[config.mk]
export PLATFORM = sky130hd
export DESIGN_NAME = nios_security_pio_capture
export DESIGN_NICKNAME = d
export VERILOG_FILES = /design/src/rtl/nios_security_pio_pkg.sv /design/src/rtl/nios_security_pio_filter.sv /design/src/rtl/nios_security_pio_capture.sv
export SDC_FILE = /design/constraint.sdc
export NUM_CORES = 1
export LEC_CHECK = 0
export CORE_MARGIN = 3
export CORE_UTILIZATION = 30
export DETAILED_ROUTE_END_ITERATION = 10
export DONT_BUFFER_PORTS = 1
export GPL_TIMING_DRIVEN = 0
export PLACE_DENSITY = 0.42
export SLEW_MARGIN = 40
export SYNTH_ARGS = -nofsm -noshare
export SYNTH_HDL_FRONTEND = slang
export SYNTH_HIERARCHICAL = 1
export SYNTH_SLANG_ARGS = --single-unit
[constraint.sdc]
create_clock -name clk -period 1.3 [get_ports clk]
set_clock_uncertainty 0.15 [all_clocks]
set_input_delay 0.39 -clock clk [delete_from_list [all_inputs] [get_ports clk]]
set_output_delay 0.39 -clock clk [all_outputs]
set_load 0.01 [all_outputs]
[src/rtl/nios_security_pio_pkg.sv]
// Shared constants and bus request type for the security input PIO.
package nios_security_pio_pkg;

  localparam logic [1:0] ADDR_DATA = 2'd0;
  localparam logic [1:0] ADDR_RSVD = 2'd1;
  localparam logic [1:0] ADDR_MASK = 2'd2;
  localparam logic [1:0] ADDR_CAPT = 2'd3;

  localparam int EDGE_RISE = 0;
  localparam int EDGE_FALL = 1;
  localparam int EDGE_ANY  = 2;

  localparam int IRQ_LEVEL = 0;
  localparam int IRQ_EDGE  = 1;

  typedef struct packed {
    logic        sel;
    logic        wr;
    logic [1:0]  addr;
    logic [31:0] wdata;
  } avl_req_t;

endpackage

[src/rtl/nios_security_pio_filter.sv]
// One input bit: synchroniser chain followed by an optional stability filter.
module nios_security_pio_filter #(
  parameter int SYNC_STAGES   = 2,
  parameter int FILTER_CYCLES = 0
) (
  input  logic clk,
  input  logic reset,
  input  logic din,
  output logic dout
);

  logic [SYNC_STAGES-1:0] sync_q;

  always_ff @(posedge clk) begin
    if (reset) sync_q <= '0;
    else       sync_q <= {sync_q[SYNC_STAGES-2:0], din};
  end

  if (FILTER_CYCLES == 0) begin : g_nofilt
    assign dout = sync_q[SYNC_STAGES-1];
  end else begin : g_filt
    localparam int CW = $clog2(FILTER_CYCLES + 1);
    localparam logic [CW-1:0] CMAX = CW'(FILTER_CYCLES - 1);
    logic [CW-1:0] cnt;
    logic          q;

    // For a single bit, "differs from data_in" for consecutive clocks is the
    // same as "stable and different", so any return to q restarts the count.
    always_ff @(posedge clk) begin
      if (reset) begin
        cnt <= '0;
        q   <= 1'b0;
      end else if (sync_q[SYNC_STAGES-1] == q) begin
        cnt <= '0;
      end else if (cnt == CMAX) begin
        q   <= sync_q[SYNC_STAGES-1];
        cnt <= '0;
      end else begin
        cnt <= cnt + CW'(1);
      end
    end

    assign dout = q;
  end

endmodule

[src/rtl/nios_security_pio_capture.sv]
// Avalon-MM input PIO: per-bit sync/filter, armed edge capture, mask, read mux and irq.
module nios_security_pio_capture
  import nios_security_pio_pkg::*;
#(
  parameter int WIDTH         = 8,
  parameter int SYNC_STAGES   = 2,
  parameter int FILTER_CYCLES = 0,
  parameter int EDGE_TYPE     = 0,
  parameter int IRQ_MODE      = 0,
  parameter int BIT_CLEAR     = 1
) (
  input  logic             clk,
  input  logic             reset,
  input  logic [1:0]       address,
  input  logic             chipselect,
  input  logic             write_n,
  input  logic [31:0]      writedata,
  input  logic [WIDTH-1:0] in_port,
  output logic             irq,
  output logic [31:0]      readdata
);

  localparam int ARM_INIT = SYNC_STAGES + FILTER_CYCLES + 1;
  localparam int AW       = $clog2(ARM_INIT + 1);

  if (WIDTH < 1 || WIDTH > 32) begin : g_bad_width
    $error("nios_security_pio_capture: WIDTH must be 1..32");
  end
  if (SYNC_STAGES < 2 || SYNC_STAGES > 4) begin : g_bad_sync
    $error("nios_security_pio_capture: SYNC_STAGES must be 2..4");
  end

  avl_req_t         req;
  logic [WIDTH-1:0] data_in, data_d, irq_mask, edge_capture;
  logic [WIDTH-1:0] edge_det, clr_bits, rd_mux;
  logic [AW-1:0]    arm_cnt;
  logic             wr_mask, wr_capt;

  assign req = '{sel: chipselect, wr: ~write_n, addr: address, wdata: writedata};

  if (WIDTH < 32) begin : g_unused
    logic unused_wdata;
    assign unused_wdata = &{1'b0, req.wdata[31:WIDTH]};
  end

  for (genvar g = 0; g < WIDTH; g++) begin : g_bit
    nios_security_pio_filter #(
      .SYNC_STAGES  (SYNC_STAGES),
      .FILTER_CYCLES(FILTER_CYCLES)
    ) u_filt (
      .clk  (clk),
      .reset(reset),
      .din  (in_port[g]),
      .dout (data_in[g])
    );
  end

  assign wr_mask = req.sel & req.wr & (req.addr == ADDR_MASK);
  assign wr_capt = req.sel & req.wr & (req.addr == ADDR_CAPT);

  always_comb begin
    if (EDGE_TYPE == EDGE_RISE)      edge_det = data_in & ~data_d;
    else if (EDGE_TYPE == EDGE_FALL) edge_det = ~data_in & data_d;
    else                             edge_det = data_in ^ data_d;
    clr_bits = '0;
    if (wr_capt) clr_bits = (BIT_CLEAR != 0) ? req.wdata[WIDTH-1:0] : '1;
  end

  always_comb begin
    case (address)
      ADDR_DATA: rd_mux = data_in;
      ADDR_MASK: rd_mux = irq_mask;
      ADDR_CAPT: rd_mux = edge_capture;
      default:   rd_mux = '0;
    endcase
  end

  // The arm window covers the input path latency so levels present at reset
  // never look like edges.
  always_ff @(posedge clk) begin
    if (reset) begin
      arm_cnt      <= AW'(ARM_INIT);
      data_d       <= '0;
      irq_mask     <= '0;
      edge_capture <= '0;
      readdata     <= '0;
    end else begin
      if (arm_cnt != '0) arm_cnt <= arm_cnt - AW'(1);
      data_d       <= data_in;
      if (wr_mask) irq_mask <= req.wdata[WIDTH-1:0];
      edge_capture <= (edge_capture & ~clr_bits) | (edge_det & {WIDTH{arm_cnt == '0}});
      readdata     <= 32'(rd_mux);
    end
  end

  assign irq = ~reset & ((IRQ_MODE == IRQ_EDGE) ? |(edge_capture & irq_mask)
                                                : |(data_in & irq_mask));

endmodule
# ---- Word-level counts from Yosys, hierarchy flattened
# Index checks and enable logic that the tools add are counted.
dict set report totals {
  ff_bits 74
  in_bits 46
  output_inout_bits 33
  wordCells 36
}
dict set report op_classes {
  addsub 1
  n_eq_ne 2
  n_mux 2
  n_bitwise 13
  reduce_logical 4
}
# cell n
set op_table {}
lappend op_table {{$and A8 B8 Y8} 4}
lappend op_table {{$pmux W8 S3} 1}
lappend op_table {{$not A8 Y8} 2}
lappend op_table {{$mux W8} 1}
lappend op_table {{$or A8 B8 Y8} 1}
lappend op_table {{$reduce_or A8 Y1} 1}
lappend op_table {{$and A1 B1 Y1} 4}
lappend op_table {{$eq A2 B2 Y1 const B} 2}
lappend op_table {{$logic_not A2 Y1} 2}
lappend op_table {{$not A1 Y1} 2}
lappend op_table {{$reduce_bool A2 Y1} 1}
lappend op_table {{$sub A2 B1 Y2 const B} 1}

# ---- Depth between registers and ports, before layout
dict set report logic_depth {
  ltp_word 7
  depth_mapped 5
  depth_no_buf 4
}

# ---- Modules after synthesis
# Netlist, hierarchy kept.
# mod instances cells_per_inst area_each_um2 seq_area_each_um2
set by_module_without_submodules {}
lappend by_module_without_submodules {nios_security_pio_capture 1 162 1547.7 680.7}
lappend by_module_without_submodules {nios_security_pio_filter 8 4 52.6 40.0}

# ---- Least setup slack after synthesis
# OpenSTA, ideal clock, no wires.
dict set report synth_path {
  path_kind {input to output}
  from {in reset}
  to {out irq}
  arrival_time_ns 0.971
  t_required_ns 0.760
  setup_slack_ns -0.211
  stages 3
  path_buffers 2
  cell_sequence {clkbuf_1 > buf_2 > a41oi_1}
}
dict set report synth_via {
  elab_chain_len 2
}
# item line_no
set synth_rtl {}
lappend synth_rtl {{from (decl)} nios_security_pio_capture.sv:13} ;# input logic reset,
lappend synth_rtl {{$not A1 Y1} nios_security_pio_capture.sv:96} ;# assign irq = ~reset & ((IRQ_MODE == IRQ_EDGE) ? |(edge_capture & irq_mask)
lappend synth_rtl {{$and A1 B1 Y1} nios_security_pio_capture.sv:96}
lappend synth_rtl {{to (decl)} nios_security_pio_capture.sv:19} ;# output logic irq,
# No other way between the ends.

# ---- Final worst setup path
dict set report layout_path {
  from {reg g_bit[5].u_filt.sync_q[1]}
  to {out irq}
}
dict set report layout_via {
  elab_chain_len 3
}
# item line_no
set layout_rtl {}
lappend layout_rtl {{from (decl)} nios_security_pio_filter.sv:12} ;# logic [SYNC_STAGES-1:0] sync_q;
lappend layout_rtl {{from (signal assigned)} nios_security_pio_filter.sv:16} ;# else sync_q <= {sync_q[SYNC_STAGES-2:0], din};
lappend layout_rtl {{$and A8 B8 Y8} nios_security_pio_capture.sv:97} ;# : |(data_in & irq_mask));
lappend layout_rtl {{$reduce_or A8 Y1} nios_security_pio_capture.sv:97}
lappend layout_rtl {{$and A1 B1 Y1} nios_security_pio_capture.sv:96}
# No other way between the ends.

==> results.cfg <==
[timing]
setup_repair_after_global_routing_missed_its_margin = yes
max_freq_ghz = 0.636
post-route-period-util_pct = 121
hold_violations = 0
final_worst_path_period_need_ns = 1.57
fin_worst_hold_slack_ns = 0.0714
final_max_slew_viol_count = 0
layout_setup_ws_ns = -0.273
setup-violations-final = 1

[clock_network]
ctsRootBufferMaster = sky130_fd_sc_hd__clkbuf_8
clk-insertion-delay-late_ns = 0.29
cts.sinks = 50
tritoncts = built
cts.reportedPaths.clkPinSlew_ns = 0.09
numCtsBuffers = 5
ctsHtreeMaxLevel = 2
clock_path_buffers = 2

[pwr]
power_per_cell_area_mw_per_mm2 = 1150
cellLeakagePower_nw = 1.04
vdd_drop_max_uv = 686

[final_layout]
final_cell_count_no_fill = 307
antenna-diode-count = 0
final_common_cell = sky130_fd_sc_hd__dfxtp_1
final_cell_mix = 36 x sky130_fd_sc_hd__dfxtp_1, 30 x sky130_fd_sc_hd__buf_4, 24 x sky130_fd_sc_hd__nor2b_1, 24 x sky130_fd_sc_hd__conb_1, 16 x sky130_fd_sc_hd__nor2_1
area_growth_syn_to_layout_pct = 23.1
num-nets-final = 279
post_route_cells_drive_above_1_share_pct = 30.6

[place]
hpwl_um = 2910
globalplace.congestion = 0.850
post-place-cells = 292
placement.io_buffers = 0

[grt]
vias_in_the_first_global_route = 1259
grtUsageTotal_pct = 10.8
global_route_wire_length_before_repair_um = 6160
antenna_violations_before_repair = 0
grt_overflow = 0
grt_max_degree = 15

[drt]
wl_um = 4030
routed_via_count_divided_by_cell_count = 4.26
antenna_left = 0
wire_per_inst_um = 13.1
vias = 1308
detail_route.first_pass.iterations = 4
dr.first_iter.drc_count = 68
drc = 0

[setup_path]
worstPathRequired_ns = 0.76
crit_path_top_delay_cell = sky130_fd_sc_hd__dfxtp_2
worstSetupEndpointType = primary output
crit_arrival_ns = 1.03
path_max_fanout = 4
crit_path_cell_trace = a22oi_2 -> a41oi_4
critical_path_class = reg2out
crit_path_max_incr_delay_ns = 0.38
setup.worst_path.start_class = register

[synthesis]
synth.lib_cells_used.distinct = 26
postSynthAreaPerCell_um2 = 10.1
synth-warning-count = 6
post_synth_inst_count = 194
synth_area_mm2 = 0.00197
synth_seq_cells = 50
proportion_of_synthesized_chip_area_in_sequential_cells_pct = 50.9

[outcome]
outcome = complete, but fails checks
violations_in_the_final_reports = setup timing

[job]
cap_viol_max_count = 0

[floorplanning]
design.portCount = 79
placementRows = 28
design.core.area_mm2 = 0.00613
die-area_mm2 = 0.00757
die_w_um = 87.0
initial_core_util_pct = 32.1
die-height_um = 87.0

[worst_hold_path]
hold_class = in2reg
==> critical path, delay by kind of cell (launching register included) <==
family         cells  cell delay, ns
AO/OA/AOI/OAI      2            0.36
flip-flops         1            0.38
==> per-layer routing <==
| layer | share of wire [%] | vias up | GRT usage (%) |
|---|---|---|---|
| met1 | 42 | 584 | 12.3 |
| met5 | 0 | - | 0 |
| li1 | - | 662 | - |
| met2 | 47 | 57 | 18.6 |
| met3 | 9.7 | 5 | 3.69 |
| met4 | 1.1 | 0 | 4.25 |
==> through the flow <==
step / power [mW] / setup TNS, ns / area (um2) / worst slack, ns / util, %
after floorplan: 1.89 / -0.0704 / 2120 / -0.0704 / -
after global placement: 1.92 / -2.93 / 2210 / -0.216 / 36.1
after detailed placement: 1.93 / -3.29 / 2210 / -0.242 / 36.1
after CTS: 2.81 / -0.285 / 2370 / -0.285 / 38.7
after global routing: 2.93 / -0.317 / 2420 / -0.317 / 39.5
final: 2.79 / -0.273 / 2420 / -0.273 / 39.5
==> sequential cells by signal, indices dropped and copies added (netlist names) <==
| signal | cells |
|---|---|
| g_bit.u_filt/sync_q | 16 |
| data_d | 8 |
| arm_cnt | 2 |
| readdata | 8 |
| edge_capture | 8 |
| irq_mask | 8 |
==> what timing repair did <==
item / 4_1_cts / 5_1_grt
gates resized for setup: 19 / 3
pin swaps: 5 / 2
hold endpoints to repair: 13 / 2
hold buffers: 2 / 1
setup endpoints to repair: 2 / 18
setup buffers: 4 / 2
==> area by class of cell <==
| type | count | area, um2 |
|---|---|---|
| Fill cell | 627 | 3710 |
| Sequential cell | 50 | 1020 |
| Multi-Input combinational cell | 125 | 851 |
| Buffer | 31 | 251 |
| Tap cell | 75 | 93.8 |
| Timing Repair Buffer | 9 | 90.1 |
| Clock buffer | 5 | 68.8 |
| Inverter | 10 | 37.5 |
| Clock inverter | 2 | 10.0 |
==> path summary, 6_finish.rpt <==
path	startpoint	slack (ns)	depth (start not counted)	endpoint
setup / recovery	g_bit[5].u_filt/sync_q[1]$_SDFF_PP0_	-0.27	2	irq
hold / removal	in_port[3]	0.07	1	g_bit[3].u_filt/sync_q[0]$_SDFF_PP0_
setup reg to reg	irq_mask[5]$_SDFFE_PP0P_	0.08	4	readdata[5]$_SDFF_PP0_
hold reg to reg	g_bit[4].u_filt/sync_q[0]$_SDFF_PP0_	0.29	1	g_bit[4].u_filt/sync_q[1]$_SDFF_PP0_
==> power by group <==
group | switching, mW | internal, mW | total, mW
Combinational | 0.157 | 0.176 | 0.334
Sequential | 0.0316 | 1.59 | 1.62
Clock | 0.475 | 0.362 | 0.838
Total | 0.664 | 2.13 | 2.79
==> logic make-up (layout without fill, tap and decap cells) <==
kind of cell	Yosys count	in the layout	synth area share (%)
and+or+nand+nor	53	53	16.1
DFF	50	50	50.9
buffers and inverters	42	57	13.4
AOI/OAI and AO/OA	29	29	9.09
muxes	17	17	9.34
adders and majority gates	1	1	0.636
other	1	24	0.191
xor gates and xnor gates	1	1	0.445
==> cell usage after synthesis <==
| cell type | instances | area (um2) |
|---|---|---|
| sky130_fd_sc_hd__dfxtp_1 | 50 | 1000 |
| sky130_fd_sc_hd__buf_4 | 25 | 188 |
| sky130_fd_sc_hd__nor2b_1 | 24 | 150 |
| sky130_fd_sc_hd__nor2_1 | 16 | 60.1 |
| sky130_fd_sc_hd__a22oi_1 | 12 | 90.1 |
| sky130_fd_sc_hd__inv_1 | 10 | 37.5 |
| sky130_fd_sc_hd__mux2i_1 | 9 | 90.1 |
| sky130_fd_sc_hd__a21oi_1 | 8 | 40.0 |
| sky130_fd_sc_hd__nand3b_1 | 8 | 60.1 |
| sky130_fd_sc_hd__o21ai_0 | 8 | 40.0 |
| sky130_fd_sc_hd__mux2_2 | 5 | 56.3 |
| sky130_fd_sc_hd__clkbuf_1 | 3 | 11.3 |
| sky130_fd_sc_hd__buf_2 | 2 | 10.0 |
| sky130_fd_sc_hd__mux2_1 | 2 | 22.5 |
| sky130_fd_sc_hd__a41oi_1 | 1 | 8.76 |
| sky130_fd_sc_hd__and4bb_1 | 1 | 12.5 |
| sky130_fd_sc_hd__buf_6 | 1 | 11.3 |
| sky130_fd_sc_hd__clkbuf_2 | 1 | 5.00 |
| sky130_fd_sc_hd__conb_1 | 1 | 3.75 |
| sky130_fd_sc_hd__ha_1 | 1 | 12.5 |
| sky130_fd_sc_hd__mux2_4 | 1 | 15.0 |
| sky130_fd_sc_hd__nand2b_1 | 1 | 6.26 |
| sky130_fd_sc_hd__nand4b_2 | 1 | 15.0 |
| sky130_fd_sc_hd__nor2_2 | 1 | 6.26 |
| sky130_fd_sc_hd__or2_2 | 1 | 6.26 |
| sky130_fd_sc_hd__xor2_1 | 1 | 8.76 |
Note: power is estimated with default switching activity, not from simulation.
